### src/rtl/fp32_operand_join.sv
// Purpose : pairs two independent FP32 operand streams in arrival order for the FP32 adder.
// Latency : 2 edges from simultaneous accept on an idle block to out_valid.
// Backpressure: a_ready/b_ready drop on a full FIFO (registered levels only); out_ready stalls the output register.
//
// Ports:
//   clk, rst (sync, active-high), flush (sync clear of FIFOs and output valid)
//   a/a_valid/a_ready, b/b_valid/b_ready : operand input streams
//   out_a/out_b, out_a_cls/out_b_cls, out_valid/out_ready : registered paired output
//   a_level/b_level : FIFO occupancy
// Build option: define FP_JOIN_CLASSIFY_EN to build the IEEE-754 class decoder and tag registers;
// otherwise the tag outputs are tied to 3'd0.

module op_fifo #(
    parameter int DEPTH = 4,
    parameter int W     = 32,
    parameter int PW    = $clog2(DEPTH),
    parameter int LW    = $clog2(DEPTH) + 1
) (
    input  logic          clk,
    input  logic          rst,
    input  logic          clr,
    input  logic          push,
    input  logic [W-1:0]  push_dat,
    input  logic          pop,
    output logic [W-1:0]  head_dat,
    output logic [LW-1:0] level
);
    logic [W-1:0]  mem [DEPTH];
    logic [PW-1:0] wr_ptr;
    logic [PW-1:0] rd_ptr;

    // Storage carries no reset; only pointers and level define what is valid.
    always_ff @(posedge clk) begin
        if (!rst && !clr && push) begin
            mem[wr_ptr] <= push_dat;
        end
    end

    always_ff @(posedge clk) begin
        if (rst || clr) begin
            wr_ptr <= '0;
            rd_ptr <= '0;
            level  <= '0;
        end else begin
            // Pointers wrap naturally because DEPTH is a power of two.
            if (push) wr_ptr <= wr_ptr + PW'(1);
            if (pop)  rd_ptr <= rd_ptr + PW'(1);
            case ({push, pop})
                2'b10:   level <= level + LW'(1);
                2'b01:   level <= level - LW'(1);
                default: level <= level;
            endcase
        end
    end

    assign head_dat = mem[rd_ptr];
endmodule

module fp32_operand_join #(
    parameter int DEPTH = 4,
    parameter int W     = 32
) (
    input  logic                     clk,
    input  logic                     rst,
    input  logic                     flush,
    input  logic [W-1:0]             a,
    input  logic                     a_valid,
    output logic                     a_ready,
    input  logic [W-1:0]             b,
    input  logic                     b_valid,
    output logic                     b_ready,
    output logic [W-1:0]             out_a,
    output logic [W-1:0]             out_b,
    output logic [2:0]               out_a_cls,
    output logic [2:0]               out_b_cls,
    output logic                     out_valid,
    input  logic                     out_ready,
    output logic [$clog2(DEPTH):0]   a_level,
    output logic [$clog2(DEPTH):0]   b_level
);
    localparam int LW = $clog2(DEPTH) + 1;

    logic [W-1:0] a_head;
    logic [W-1:0] b_head;
    logic         a_push;
    logic         b_push;
    logic         load;

    // Readiness is purely a function of registered levels: no path from out_ready.
    assign a_ready = (a_level != LW'(DEPTH));
    assign b_ready = (b_level != LW'(DEPTH));
    assign a_push  = a_valid && a_ready;
    assign b_push  = b_valid && b_ready;

    // Flush wins over load; the FIFOs ignore push/pop during clr on their own.
    assign load = (a_level != '0) && (b_level != '0) && (!out_valid || out_ready) && !flush;

    op_fifo #(.DEPTH(DEPTH), .W(W)) u_a_fifo (
        .clk      (clk),
        .rst      (rst),
        .clr      (flush),
        .push     (a_push),
        .push_dat (a),
        .pop      (load),
        .head_dat (a_head),
        .level    (a_level)
    );

    op_fifo #(.DEPTH(DEPTH), .W(W)) u_b_fifo (
        .clk      (clk),
        .rst      (rst),
        .clr      (flush),
        .push     (b_push),
        .push_dat (b),
        .pop      (load),
        .head_dat (b_head),
        .level    (b_level)
    );

    always_ff @(posedge clk) begin
        if (rst) begin
            out_valid <= 1'b0;
            out_a     <= '0;
            out_b     <= '0;
        end else if (flush) begin
            out_valid <= 1'b0;
        end else if (load) begin
            out_valid <= 1'b1;
            out_a     <= a_head;
            out_b     <= b_head;
        end else if (out_ready) begin
            out_valid <= 1'b0;
        end
    end

`ifdef FP_JOIN_CLASSIFY_EN
    // Tag encoding: 0 normal, 1 zero, 2 subnormal, 3 inf, 4 qNaN, 5 sNaN. Sign ignored.
    function automatic logic [2:0] fp_class(input logic [W-1:0] v);
        logic [7:0]  e;
        logic [22:0] m;
        e = v[30:23];
        m = v[22:0];
        if (e == 8'd0)        fp_class = (m == '0) ? 3'd1 : 3'd2;
        else if (e == 8'hFF)  fp_class = (m == '0) ? 3'd3 : (m[22] ? 3'd4 : 3'd5);
        else                  fp_class = 3'd0;
    endfunction

    always_ff @(posedge clk) begin
        if (rst) begin
            out_a_cls <= 3'd0;
            out_b_cls <= 3'd0;
        end else if (load) begin
            out_a_cls <= fp_class(a_head);
            out_b_cls <= fp_class(b_head);
        end
    end
`else
    assign out_a_cls = 3'd0;
    assign out_b_cls = 3'd0;
`endif
endmodule
### config.mk
export PLATFORM = sky130hd
export DESIGN_NAME = fp32_operand_join
export DESIGN_NICKNAME = d
export VERILOG_FILES = /design/src/rtl/fp32_operand_join.sv
export SDC_FILE = /design/constraint.sdc
export NUM_CORES = 1
export LEC_CHECK = 0
export ABC_AREA = 1
export BUFFER_PORTS_ARGS = -buffer_cell sky130_fd_sc_hd__buf_4
export CAP_MARGIN = 20
export CORE_UTILIZATION = 60
export CTS_BUF_LIST = sky130_fd_sc_hd__clkbuf_4
export CTS_CLUSTER_DIAMETER = 150
export DETAILED_ROUTE_END_ITERATION = 6
export PLACE_DENSITY = 0.9
export SLEW_MARGIN = 30
export SYNTH_ARGS = -nofsm -noshare
export SYNTH_HDL_FRONTEND = slang
export SYNTH_SLANG_ARGS = --single-unit
### constraint.sdc
create_clock -name clk -period 3.6 [get_ports clk]
set_input_delay 0.72 -clock clk [delete_from_list [all_inputs] [get_ports clk]]
set_output_delay 0.72 -clock clk [all_outputs]
set_load 0.005 [all_outputs]
**Word level (Yosys, flattened, before mapping)**

Memories as Yosys holds them, arrays and structs flattened. A register that Yosys moved wholly into a read port is not among the register bits.
Cells that the tools add are included.
W data, S select, Z words.

- Add/subtract/negate cells: 8
- Equality and inequality tests: 6
- Reductions and logical operators: 20
- Bitwise gates (word level): 1
- Mux-type cells: 8

Operators by type and width:

| operator | count |
|---|---|
| $pmux W3 S2 | 2 |
| $add A2 B1 Y2 const B | 4 |
| $logic_and A1 B1 Y1 | 8 |
| $add A3 B1 Y3 const B | 2 |
| $mux W1 | 6 |
| $ne A3 B3 Y1 const B | 2 |
| $reduce_bool A2 Y1 | 3 |
| $reduce_bool A3 Y1 | 2 |
| $sub A3 B1 Y3 const B | 2 |
| $eq A2 B1 Y1 const B | 2 |
| $eq A2 B2 Y1 const B | 2 |
| $logic_not A1 Y1 | 3 |
| $logic_or A1 B1 Y1 | 2 |
| $reduce_and A2 Y1 | 1 |
| $reduce_or A2 Y1 | 1 |
| $not A1 Y1 | 1 |

- Flip-flop bits (word level): 15
- Bits in writable memories: 256
- Output and inout bits: 79
- Bits of input ports: 70
- Memories: 2
- Word-level logic and storage cells: 52

Memory list:

| memory | words | width | rd ports | clocked after Yosys merged registers in | write ports | line | text |
|---|---|---|---|---|---|---|---|
| u_a_fifo.mem | 4 | 32 | 1 | 1 | 1 | 28 | `logic [W-1:0] mem [DEPTH];` |
| u_b_fifo.mem | 4 | 32 | 1 | 1 | 1 | 28 |  |

**Logic depth before layout (Yosys ltp)**

Gate-level depths: netlist (run 1).

- Depth in word-level cells: 6
- Mapped depth: 16
- Depth with buffers taken out: 13

**By module**

A second synthesis (run 1) with hierarchy kept.

- Cells, all modules: 1305
- Area, all modules: 13942.1 um^2

Modules (own cells, without submodules):

| module | cells an instance | area each (um^2) | sequential area each (um^2) | times used |
|---|---|---|---|---|
| op_fifo | 366 | 5215.0 | 4023.9 | 2 |
| fp32_operand_join | 573 | 3512.1 | 1301.2 | 1 |

**Least setup slack after synthesis (run 1)**

OpenSTA, ideal clock, no wires.

- Path type: input to register
- Start point: input port flush
- End point: memory u_a_fifo.mem[0][0], enable pin
- Stages on the path: 3
- Buffers on the path: 0
- Setup time: 0.421 ns
- Setup slack: 0.704 ns
- Arrival: 2.475 ns
- Path through: nor2_1 nand3_1 nor2_1

- Cells in the longest elaborated chain, start to end: 5

RTL lines:

| what | line | text |
|---|---|---|
| start, declared | 65 | `input logic flush,` |
| $logic_not A1 Y1 | 34 | `if (!rst && !clr && push) begin` |
| $logic_and A1 B1 Y1 (2 in a row) | 34 |  |
| $mux W1 | 34 |  |
| $mux W1 (implied by the code) | 35 | `mem[wr_ptr] <= push_dat;` |
| end, declared | 28 |  |

No other way between the ends.

**Worst setup path after layout (run 1)**

- Start point: register u_a_fifo.level[1]
- End point: output port a_ready

- Cells in the longest elaborated chain, start to end: 1

RTL lines:

| what | line | text |
|---|---|---|
| start, declared | 26 | `output logic [LW-1:0] level` |
| start signal, assigned | 49 | `2'b10: level <= level + LW'(1);` |
| start signal, assigned | 50 | `2'b01: level <= level - LW'(1);` |
| start signal, assigned | 51 | `default: level <= level;` |
| $ne A3 B3 Y1 | 90 | `assign a_ready = (a_level != LW'(DEPTH));` |
| end, declared | 68 | `output logic a_ready,` |

No other way between the ends.

==> run summary, run 1 <==
pwr/cell area: 490 mW/mm²
Synth Instances: 1286
Hold Buf Count CTS: 0
top-count cell post-synth: nand2_1
Initial DRT Pass Iterations: 5
Slew Limit Fails: 0
largest area contributor in the netlist: edfxtp_1
FP Rows: 54
Comb power frac: 4.1%
setup TNS: 0 ns
Post-synth top cells: nand2_1 (406), edfxtp_1 (256), nor2_1 (208)
storage element area: 0.00927 mm²
Die Y: 151 µm
Setup Buffers After CTS: 0
Top FF cell, synth: edfxtp_1
Max Clk Rate: 461 MHz
sequential area share after synthesis: 69.6%
CP Max Fanout: 4
Leakage: 0.00670 µW
Worst-Margin Slew: 0.705 ns
P_sw: 1680 µW
Vias: 9437
hold path cells: 1
Residual DRC: 0
Die ar.: 0.0228 mm²
reg-to-reg endpoint: u_b_fifo.mem[3][23]$_DFFE_PP_
reg2reg start: u_b_fifo.level[1]$_SDFFE_PP0P_
Post-CTS Resized: 0
Avg WL per Cell: 15.7 µm
IO Pins: 149
Required @ worst endpoint: 2.88 ns
DRT iter0 DRCs: 897
register bit total from synthesis: 335
Clk pwr share: 40.6%
Final nets: 1550
Synth top area share: 57.7%
Routed WL: 28600 µm
PortBufs: 142
CTS Buf Count: 81
reg2reg path depth: 5
clk_skew: 0.0302 ns
Async SR Flop Fraction: 0%
Via density: 5.20
number of library cell types mapped by synthesis: 20
layout cells sized above 1: 20.3%
Total GRT Usage: 25.8%
Max Cap Viol: 0
FILL cells: 1485
CTS tree: built
Sequential Power Share: 55.3%
Hold Vio Cnt, Final: 0
vias in the first global route: 9296
CP startpoint kind: flop
CP arrival: 1.45 ns
clk slew on worst S/H paths: 0.09 ns
Starting Density: 61.2%
area occupied by multi-input gates: 0.00336 mm²
# setup viols final: 0
Area contributors post-synth: edfxtp_1 (58%), dfxtp_1 (12%), nand2_1 (11%)
crit share post-route: 60.2%
Peak VDD IR: 331 µV
core area: 0.0218 mm²
clk sink count: 335
r2r setup slk: 1.46 ns
crit path kind: flop to output port
Crit. Startpoint: u_a_fifo.level[1]$_SDFFE_PP0P_
cell area after synthesis: 0.0133 mm²
root buffer cell: clkbuf_4
outcome: finished, final reports clean
synthesis-to-finish area growth: 17.5%
CP endpoint kind: output port
Final ANT Viol Nets: 0
RSZ-0062 raised after global routing: false
EDFF count, synth: 256
Yosys warnings: 0
GR Overflow Total: 0
antenna violations before repair: 1
routability cong.: 0.807
Power Internal: 5980 µW
clock latency on the worst-skew pair: 0.69 ns
post-layout min period: 2.17 ns
Die X: 151 µm
worst min-delay path startpoint: a[17]
H-tree depth: 3
Tot Pwr: 7660 µW
Max-slew headroom: 53.0%
Sw Share: 22.0%
largest net degree at the start of global routing: 136
Clock Tree Buf Depth: 3
syn_area_per_cell: 10.4 µm²
first-pass GRT wire length: 44900 µm
classification of the worst-slack hold path: primary input to flop
DP HPWL: 16500 µm
Hold Path Sink: u_a_fifo.mem[1][17]$_DFFE_PP_
[cells in the final DEF, fill, tap and decap left out, types with 2 or more instances in the layout]
cell type | netlist | final
dfxtp_2 | 0 | 2
inv_1 | 94 | 94
o21ai_0 | 89 | 89
conb_1 | 1 | 6
inv_4 | 0 | 2
clkinv_2 | 0 | 3
o21ai_1 | 49 | 49
fa_1 | 2 | 2
nor2_4 | 0 | 8
a21oi_1 | 13 | 13
nand4_1 | 2 | 2
buf_4 | 11 | 161
inv_2 | 3 | 3
edfxtp_1 | 256 | 256
dfxtp_1 | 79 | 77
nand3_1 | 5 | 4
nor2_1 | 208 | 200
nand2_1 | 406 | 406
clkinv_1 | 0 | 15
ha_1 | 10 | 10
clkbuf_4 | 0 | 130
[registers in the layout (all words and copies together), names as in the netlist, 2 cells and up]
name and flops:
u_a_fifo.level 3, out_b 32, out_a 32, u_a_fifo.rd_ptr 2
u_b_fifo.mem 128, u_b_fifo.wr_ptr 2, u_a_fifo.mem 128, u_a_fifo.wr_ptr 2
u_b_fifo.rd_ptr 2, u_b_fifo.level 3
[power by group through the flow]
stage,Combinational (µW),Sequential [µW],Clock (µW)
3_3_place_gp,297,4320,0
6_report,316,4240,3110
2_1_floorplan,144,4320,0
4_1_cts,315,4230,3180
3_5_place_dp,312,4320,0
5_1_grt,350,4240,3380
[critical path: stages (launching register included)]
cell and delay [ns]:
dfxtp_1 0.35, nor2_1 0.15, nand2_1 0.11, buf_4 0.15
[kinds of logic after synthesis]
group / after synthesis / share of synthesized area, %
flops: 335 / 69.6
buf+inv: 165 / 5.78
compound gates: 151 / 5.68
simple gates: 622 / 17.6
other cells: 1 / 0.0282
fa+ha+maj: 12 / 1.24
[per-stage QoR]
stage,worst slack (ns),instances,util [%],instance area [µm²],hold slack [ns]
finish,1.43,1816,71.9,15600,0.222
global route,1.31,1816,71.9,15600,0.184
detailed placement,1.04,1665,67.0,14600,0.500
global placement,1.08,1665,67.0,14600,0.491
floorplan,0.704,1291,-,13300,0.487
CTS,1.39,1815,71.9,15600,0.172
[routing by layer]
layer	GRT usage (%)	vias up	part of all wire [%]
met3	5.30	54	8.3
met5	0	-	0
li1	-	4579	-
met4	12.0	0	2.2
met1	32.9	4419	40
met2	42.5	385	49
[how the worst max path moves through the flow]
stage | end | slack, ns | cells past startpoint
6_report | a_ready | 1.43 | 3
5_1_grt | a_ready | 1.31 | 3
4_1_cts | a_ready | 1.39 | 3
3_5_place_dp | u_b_fifo.mem[3][3]$_DFFE_PP_ | 1.04 | 5
3_3_place_gp | u_b_fifo.mem[3][3]$_DFFE_PP_ | 1.08 | 5
2_1_floorplan | u_a_fifo.mem[0][0]$_DFFE_PP_ | 0.70 | 3
[area by class of cell]
class | instances | area share [%]
diodes | 1 | 0.0160
clock inverters | 20 | 0.504
well taps | 280 | 2.24
inverters | 97 | 2.36
multi-input cells | 791 | 21.5
clock buffers | 130 | 6.24
repair buffers | 162 | 7.86
flip-flops and latches | 335 | 59.3
No activity file was read; power rests on OpenSTA's default activity.
==> run 2, diff against run 1 <==
Settings changed: ABC_AREA 1 to 0, CORE_UTILIZATION 60 to 61, PLACE_DENSITY 0.9 to 0.91.
Clock period 3.6 ns to 2.2 ns, I/O delays scaled along.
==> run 2 against run 1 <==
The flow now finishes with violations (negative setup slack). Design area up 9.5%. Via count shrank 9.1%. Largest power group unchanged. Utilization is 6.4 points higher. Critical path type is now flop to flop. Combinational power up 110%. First-iteration DRC count shrank 19%. Area after synthesis up 2.8%.
==> run summary, run 2 <==
outcome: finished with violations
failing checks: negative setup slack
post-layout util: 78.2% (+6.4 points)
routability cong.: 0.847 (+5.0%)
Residual DRC: 0 (unchanged)
crit share post-route: 101%
root buffer cell: clkbuf_4
GR Overflow Total: 0 (unchanged)
clk slew on worst S/H paths: 0.07 ns (-0.02 ns)
register bit total from synthesis: 335 (unchanged)
main combinational cell family by area after synthesis: multiplexers
CTS tree: built
min setup slack post-route: -0.0295 ns (-1.46 ns)
Post-synth top cells: edfxtp_1 (256), dfxtp_1 (79), inv_1 (76)
Final nets: 1170 (-25%)
reg2reg path depth: 9 (+4)
Leakage: 0.00625 µW (-6.8%)
Synth Area in Compound Gates: 10.2% (+4.5 points)
Via density: 5.97 (+15%)
Die X: 152 µm (+0.56%)
CTS Buf Count: 80 (-1.2%)
clk_skew: 0.0372 ns (+0.00707 ns)
CP startpoint kind: flop
clk sink count: 335 (unchanged)
Hold Vio Cnt, Final: 0 (unchanged)
Tot Pwr: 12800 µW (+67%)
routed wl met2: 16500 µm (+17%)
# setup viols final: 2 (+2)
EDFF count, synth: 256 (unchanged)
CP Max Fanout: 2 (-2)
Clock Tree Buf Depth: 3 (unchanged)
Worst-Margin Slew: 0.573 ns (-0.133 ns)
CP endpoint kind: flop
commonest cells after routing, fill and taps aside: edfxtp_1 (256), buf_4 (168), clkbuf_4 (131)
Yosys warnings: 0 (unchanged)
clock latency on the worst-skew pair: 0.68 ns (about the same)
post-synthesis share of cell area spent on xor and xnor gates: 0.256% (+0.26 points)
Synth Instances: 824 (-36%)
IO Pins: 149 (unchanged)
DP HPWL: 18200 µm (+10%)
Max Cap Viol: 0 (unchanged)
hold path cells: 3 (+2)
pwr/cell area: 745 mW/mm² (+52%)
Area contributors post-synth: edfxtp_1 (56%), dfxtp_1 (12%), mux4_2 (11%)
Die Y: 152 µm (+0.56%)
largest net degree at the start of global routing: 48 (-65%)
Power Internal: 9960 µW (+67%)
most common cell after layout, fill and taps aside: edfxtp_1
number of library cell types mapped by synthesis: 35 (+75%)
Top FF cell, synth: edfxtp_1
post-layout min period: 2.23 ns
antenna violations before repair: 2 (+1)
Comb power frac: 5.2% (+1.1 points)
Peak VDD IR: 669 µV (+100%)
cell area after synthesis: 0.0137 mm² (+2.8%)
Non-Filler Instances: 1437 (-21%)
synthesis-to-finish area growth: 25.1%
largest area contributor in the netlist: edfxtp_1
Required @ worst endpoint: 2.78 ns (-0.10 ns)
Post-Synth Adder-Cell Area: 1.21% (-0.034 points)
PortBufs: 142 (unchanged)
CP arrival: 2.81 ns (+1.36 ns)
classification of the worst-slack hold path: primary input to flop
largest registers: u_a_fifo.mem x128, u_b_fifo.mem x128
Slew Limit Fails: 0 (unchanged)
Max-slew headroom: 61.8% (+8.8 points)
layout cells sized above 1: 40.7% (+20 points)
vias in the first global route: 9087 (-2.2%)
crit path kind: flop to flop
Async SR Flop Fraction: 0% (unchanged)
RSZ-0062 raised after global routing: true
core area: 0.0219 mm² (+0.62%)
FILL cells: 1162 (-22%)
Crit. Startpoint: u_a_fifo.level[0]$_SDFFE_PP0P_
Initial DRT Pass Iterations: 5 (unchanged)
Final ANT Viol Nets: 0 (unchanged)
syn_area_per_cell: 16.6 µm² (+60%)
Max Clk Rate: 449 MHz
setup TNS: -0.0347 ns (-0.0347 ns)
Die ar.: 0.0230 mm² (+1.1%)
worst min-delay path startpoint: a_valid
Total GRT Usage: 28.0% (+2.2 points)
first-pass GRT wire length: 49100 µm (+9.4%)
Avg WL per Cell: 22.2 µm (+41%)
Sw Share: 21.9% (-0.027 points)
DRT iter0 DRCs: 727 (-19%)
simple-gate share of the synthesized area: 4.71% (-13 points)
# placed instances: 1220 (-27%)
Synth top area share: 56.2% (-1.6 points)
Sequential Power Share: 54.0% (-1.3 points)
DR top layer: met4
post-route met1 wirelength: 11800 µm (+3.2%)
P_sw: 2800 µW (+66%)
FP Rows: 54 (unchanged)
reg2reg start: u_a_fifo.level[0]$_SDFFE_PP0P_
sequential area share after synthesis: 67.7% (-1.9 points)
mux cell area share after synthesis: 10.8% (+11 points)
routed length on met3: 2830 µm (+19%)
Clk pwr share: 40.8% (+0.2 points)
Routed WL: 31900 µm (+12%)
Vias: 8578 (-9.1%)
Starting Density: 62.5% (+1.3 points)
final hold slack: 0.110 ns (-0.112 ns)
top-count cell post-synth: edfxtp_1
H-tree depth: 3 (unchanged)
## run 2: changes by cell type in the layout (fill, tap and decap cells not counted), moves of 49 or more
cell	before	now
nor2b_1	0	64
dlygate4sd3_1	0	64
o21ai_1	49	0
mux4_2	0	64
o31ai_2	0	50
nor2_1	200	7
o41ai_1	0	64
nand2_1	406	4
o21ai_0	89	2
## run 2: per-stage QoR
step	area (µm²)	setup slack (ns)
after floorplan	13800	-0.130
after global placement	15400	0.0120
after detailed placement	15400	-0.0301
after CTS	17100	0.0172
after global routing	17100	-0.0974
final	17100	-0.0295
## run 2: final cells by class
type                    instances  area [µm²]  area share, %
flip-flops and latches        335        9280           54.2
multi-input cells             341        3810           22.2
repair buffers                254        2320           13.5
clock buffers                 131         983           5.74
well taps                     280         350           2.05
inverters                      76         285           1.67
clock inverters                18        97.6          0.570
diodes                          2        5.00         0.0292
## run 2: final timing paths
kind,endpoint,slack [ns]
setup / recovery,u_a_fifo.level[2]$_SDFFE_PP0P_,-0.03
hold / removal,u_a_fifo.wr_ptr[1]$_SDFFE_PP0P_,0.11
setup reg to reg,u_a_fifo.level[2]$_SDFFE_PP0P_,-0.03
hold reg to reg,out_b[7]$_SDFFE_PP0P_,0.58
## run 2: routing by layer
layer,global-route usage (%),vias to the layer above
met5,0,-
met4,12.1,0
met3,5.82,55
met2,46.9,457
met1,35.8,4285
li1,-,3781
## run 2: critical path, cell delays in order (launching register included)
cell and delay, ns:
dfxtp_4 0.34, or3b_4 0.40, and2_4 0.17, inv_1 0.06, ha_2 0.18, inv_1 0.06
fa_2 0.33, xor2_1 0.16, or3_1 0.32, a21oi_2 0.11
## run 2: power by group through the flow
stage               sequential (µW)  combinational [µW]  clock, µW
global placement               7020                 530          0
detailed placement             7020                 555          0
global route                   6880                 708       5620
floorplan                      7020                 277          0
finish                         6880                 668       5210
CTS                            6880                 655       5290
## run 2: kinds of logic after synthesis
family,Yosys count
compound gates,145
buf+inv,153
xor+xnor,4
flops,335
fa+ha+maj,12
mux,68
simple gates,106
other cells,1
## run 2: timing repair
action,CTS,global route
gates resized for setup,2,3
hold endpoints to repair,256,0
setup buffers,1,1
setup endpoints to repair,3,23
pin swaps,2,0
hold buffers,64,0
==> run 3, diff against run 2 <==
Settings changed: CORE_MARGIN set to 2.
==> run 3 against run 2 <==
The flow now finishes without violations. Utilization up 0.82 points. Final cell count up 1.3%. Clock skew up 0.0094 ns. Sequential cell count unchanged. Hold slack worse by 0.035 ns. Setup slack better by 0.047 ns. Critical endpoint unchanged.
==> run summary, run 3 (synthesis results as in run 2) <==
outcome: finished, final reports clean
n_diodes: 0 (-2)
classification of the worst-slack hold path: primary input to flop
setup TNS: 0 ns (+0.0347 ns)
GR Overflow Total: 0 (unchanged)
Slew Limit Fails: 0 (unchanged)
Total GRT Usage: 28.3% (+0.24 points)
crit path kind: flop to flop
pwr/cell area: 754 mW/mm² (+1.2%)
reg2reg path depth: 9 (unchanged)
# setup viols final: 0 (-2)
met3 usage: 6.17% (+0.35 points)
Peak VDD IR: 685 µV (+2.4%)
Initial DRT Pass Iterations: 5 (unchanged)
Hold Path Sink: u_b_fifo.wr_ptr[1]$_SDFFE_PP0P_
first-pass GRT wire length: 50800 µm (+3.3%)
clock latency on the worst-skew pair: 0.70 ns (+0.02 ns)
Routed WL: 33200 µm (+4.1%)
Non-Filler Instances: 1455 (+1.3%)
most common cell after layout, fill and taps aside: edfxtp_1
RSZ-0062 raised after global routing: true
Die X: 154 µm (+1.3%)
largest net degree at the start of global routing: 74 (+54%)
clk_skew: 0.0467 ns (+0.00940 ns)
core area: 0.0220 mm² (+0.31%)
Residual DRC: 0 (unchanged)
vias in the first global route: 9180 (+1.0%)
Sequential Power Share: 52.6% (-1.4 points)
layout cells sized above 1: 41.9% (+1.2 points)
Via density: 6.03 (+0.98%)
Die ar.: 0.0237 mm² (+2.7%)
Comb power frac: 5.4% (+0.2 points)
CTS tree: built
PortBufs: 142 (unchanged)
hold path cells: 3 (unchanged)
Required @ worst endpoint: 2.80 ns (+0.02 ns)
clk slew on worst S/H paths: 0.07 ns (about the same)
CP Max Fanout: 5 (+3)
root buffer cell: clkbuf_4
Sw Share: 22.4% (+0.45 points)
Hold Vio Cnt, Final: 0 (unchanged)
min setup slack post-route: 0.0178 ns (+0.0473 ns)
# placed instances: 1230 (+0.82%)
Avg WL per Cell: 22.8 µm (+2.8%)
Setup WS pre-CTS: -0.0753 ns (-0.0453 ns)
crit share post-route: 99.2% (-2.1 points)
Leakage: 0.00638 µW (+2.1%)
Final nets: 1188 (+1.5%)
met2 usage in global routing: 47.4% (+0.50 points)
post-layout min period: 2.18 ns (-0.0473 ns)
DP HPWL: 19300 µm (+6.1%)
commonest cells after routing, fill and taps aside: edfxtp_1 (256), buf_4 (177), clkbuf_4 (127)
Die Y: 154 µm (+1.3%)
r2r setup slk: 0.02 ns (+0.05 ns)
Worst-Margin Slew: 0.894 ns (+0.321 ns)
synthesis-to-finish area growth: 26.8%
Clk pwr share: 42.1% (+1.3 points)
FILL cells: 1115 (-4.0%)
Max Clk Rate: 458 MHz (+2.2%)
antenna violations before repair: 0 (-2)
Power Internal: 10200 µW (+2.0%)
IO Pins: 149 (unchanged)
CP arrival: 2.78 ns (-0.03 ns)
Vias: 8771 (+2.2%)
CP startpoint kind: flop
H-tree depth: 3 (unchanged)
Clock Tree Buf Depth: 3 (unchanged)
largest registers: u_a_fifo.mem x128, u_b_fifo.mem x128
DRT iter0 DRCs: 732 (+0.69%)
Max-slew headroom: 40.4% (-21 points)
routability cong.: 0.810 (-4.4%)
FP Rows: 54 (unchanged)
CTS Buf Count: 83 (+3.8%)
reg-to-reg endpoint: u_a_fifo.level[2]$_SDFFE_PP0P_
clk sink count: 335 (unchanged)
Final ANT Viol Nets: 0 (unchanged)
met1 Usage GRT: 36.0% (+0.25 points)
P_sw: 2930 µW (+4.7%)
busiest grt layer: met2
Starting Density: 62.3% (-0.19 points)
reg2reg start: u_a_fifo.level[0]$_SDFFE_PP0P_
worst min-delay path startpoint: b_valid
Max Cap Viol: 0 (unchanged)
CP endpoint kind: flop
-- run 3: stage by stage --
| stage | cell area (µm²) | total power, µW | utilization (%) | hold slack [ns] |
|---|---|---|---|---|
| 2_1_floorplan | 13800 | 7300 | - | 0.487 |
| 3_3_place_gp | 15500 | 7570 | 70.6 | 0.572 |
| 3_5_place_dp | 15500 | 7600 | 70.6 | 0.570 |
| 4_1_cts | 17300 | 13100 | 78.7 | 0.0266 |
| 5_1_grt | 17400 | 13500 | 79.1 | 0.0703 |
| 6_report | 17400 | 13100 | 79.1 | 0.0750 |
-- run 3: worst max-delay path: stages, from the launching register on --
cell and delay, ns:
dfxtp_4 0.35, buf_6 0.12, nor3_4 0.05, nor4_4 0.35, ha_2 0.26, inv_2 0.05, fa_2 0.34, xor2_1 0.15
or3_1 0.32, a21oi_2 0.11
-- run 3: what timing repair did --
action                                  in CTS  in global routing
pin swaps                                    0                  5
buffers inserted                             0                  7
gates resized for setup                      2                 11
hold buffers                                64                  0
endpoints found under the setup margin       2                  3
hold endpoints to repair                   256                  0
-- run 3: worst max path at each step --
stage	startpoint	to	slack, ns	cells past startpoint
after floorplan	u_a_fifo.level[0]$_SDFFE_PP0P_	u_a_fifo.level[2]$_SDFFE_PP0P_	-0.13	10
after global placement	flush	u_a_fifo.mem[3][18]$_DFFE_PP_	-0.03	6
after detailed placement	flush	u_a_fifo.mem[3][4]$_DFFE_PP_	-0.08	6
after CTS	u_b_fifo.level[0]$_SDFFE_PP0P_	b_ready	0.008	3
after global routing	u_a_fifo.level[0]$_SDFFE_PP0P_	u_a_fifo.level[2]$_SDFFE_PP0P_	-0.06	9
final	u_a_fifo.level[0]$_SDFFE_PP0P_	u_a_fifo.level[2]$_SDFFE_PP0P_	0.02	9
-- run 3: cell type report --
class | instances | area, µm² | share of cell area (%)
well taps | 280 | 350 | 2.02
multi-input cells | 341 | 3820 | 22.0
flip-flops and latches | 335 | 9280 | 53.5
clock inverters | 27 | 188 | 1.08
clock buffers | 127 | 953 | 5.49
inverters | 76 | 285 | 1.64
repair buffers | 269 | 2490 | 14.3
-- run 3: per-layer routing --
metal	share of wire, %	vias up
met1	37	4337
met3	9.5	75
li1	-	3816
met5	0	-
met2	51	543
met4	2.8	0
-- run 3: power groups by stage --
stage / combinational [µW] / sequential [µW] / clock (µW)
2_1_floorplan: 277 / 7020 / 0
3_3_place_gp: 558 / 7020 / 0
3_5_place_dp: 577 / 7020 / 0
4_1_cts: 678 / 6880 / 5560
5_1_grt: 745 / 6880 / 5880
6_report: 703 / 6880 / 5510
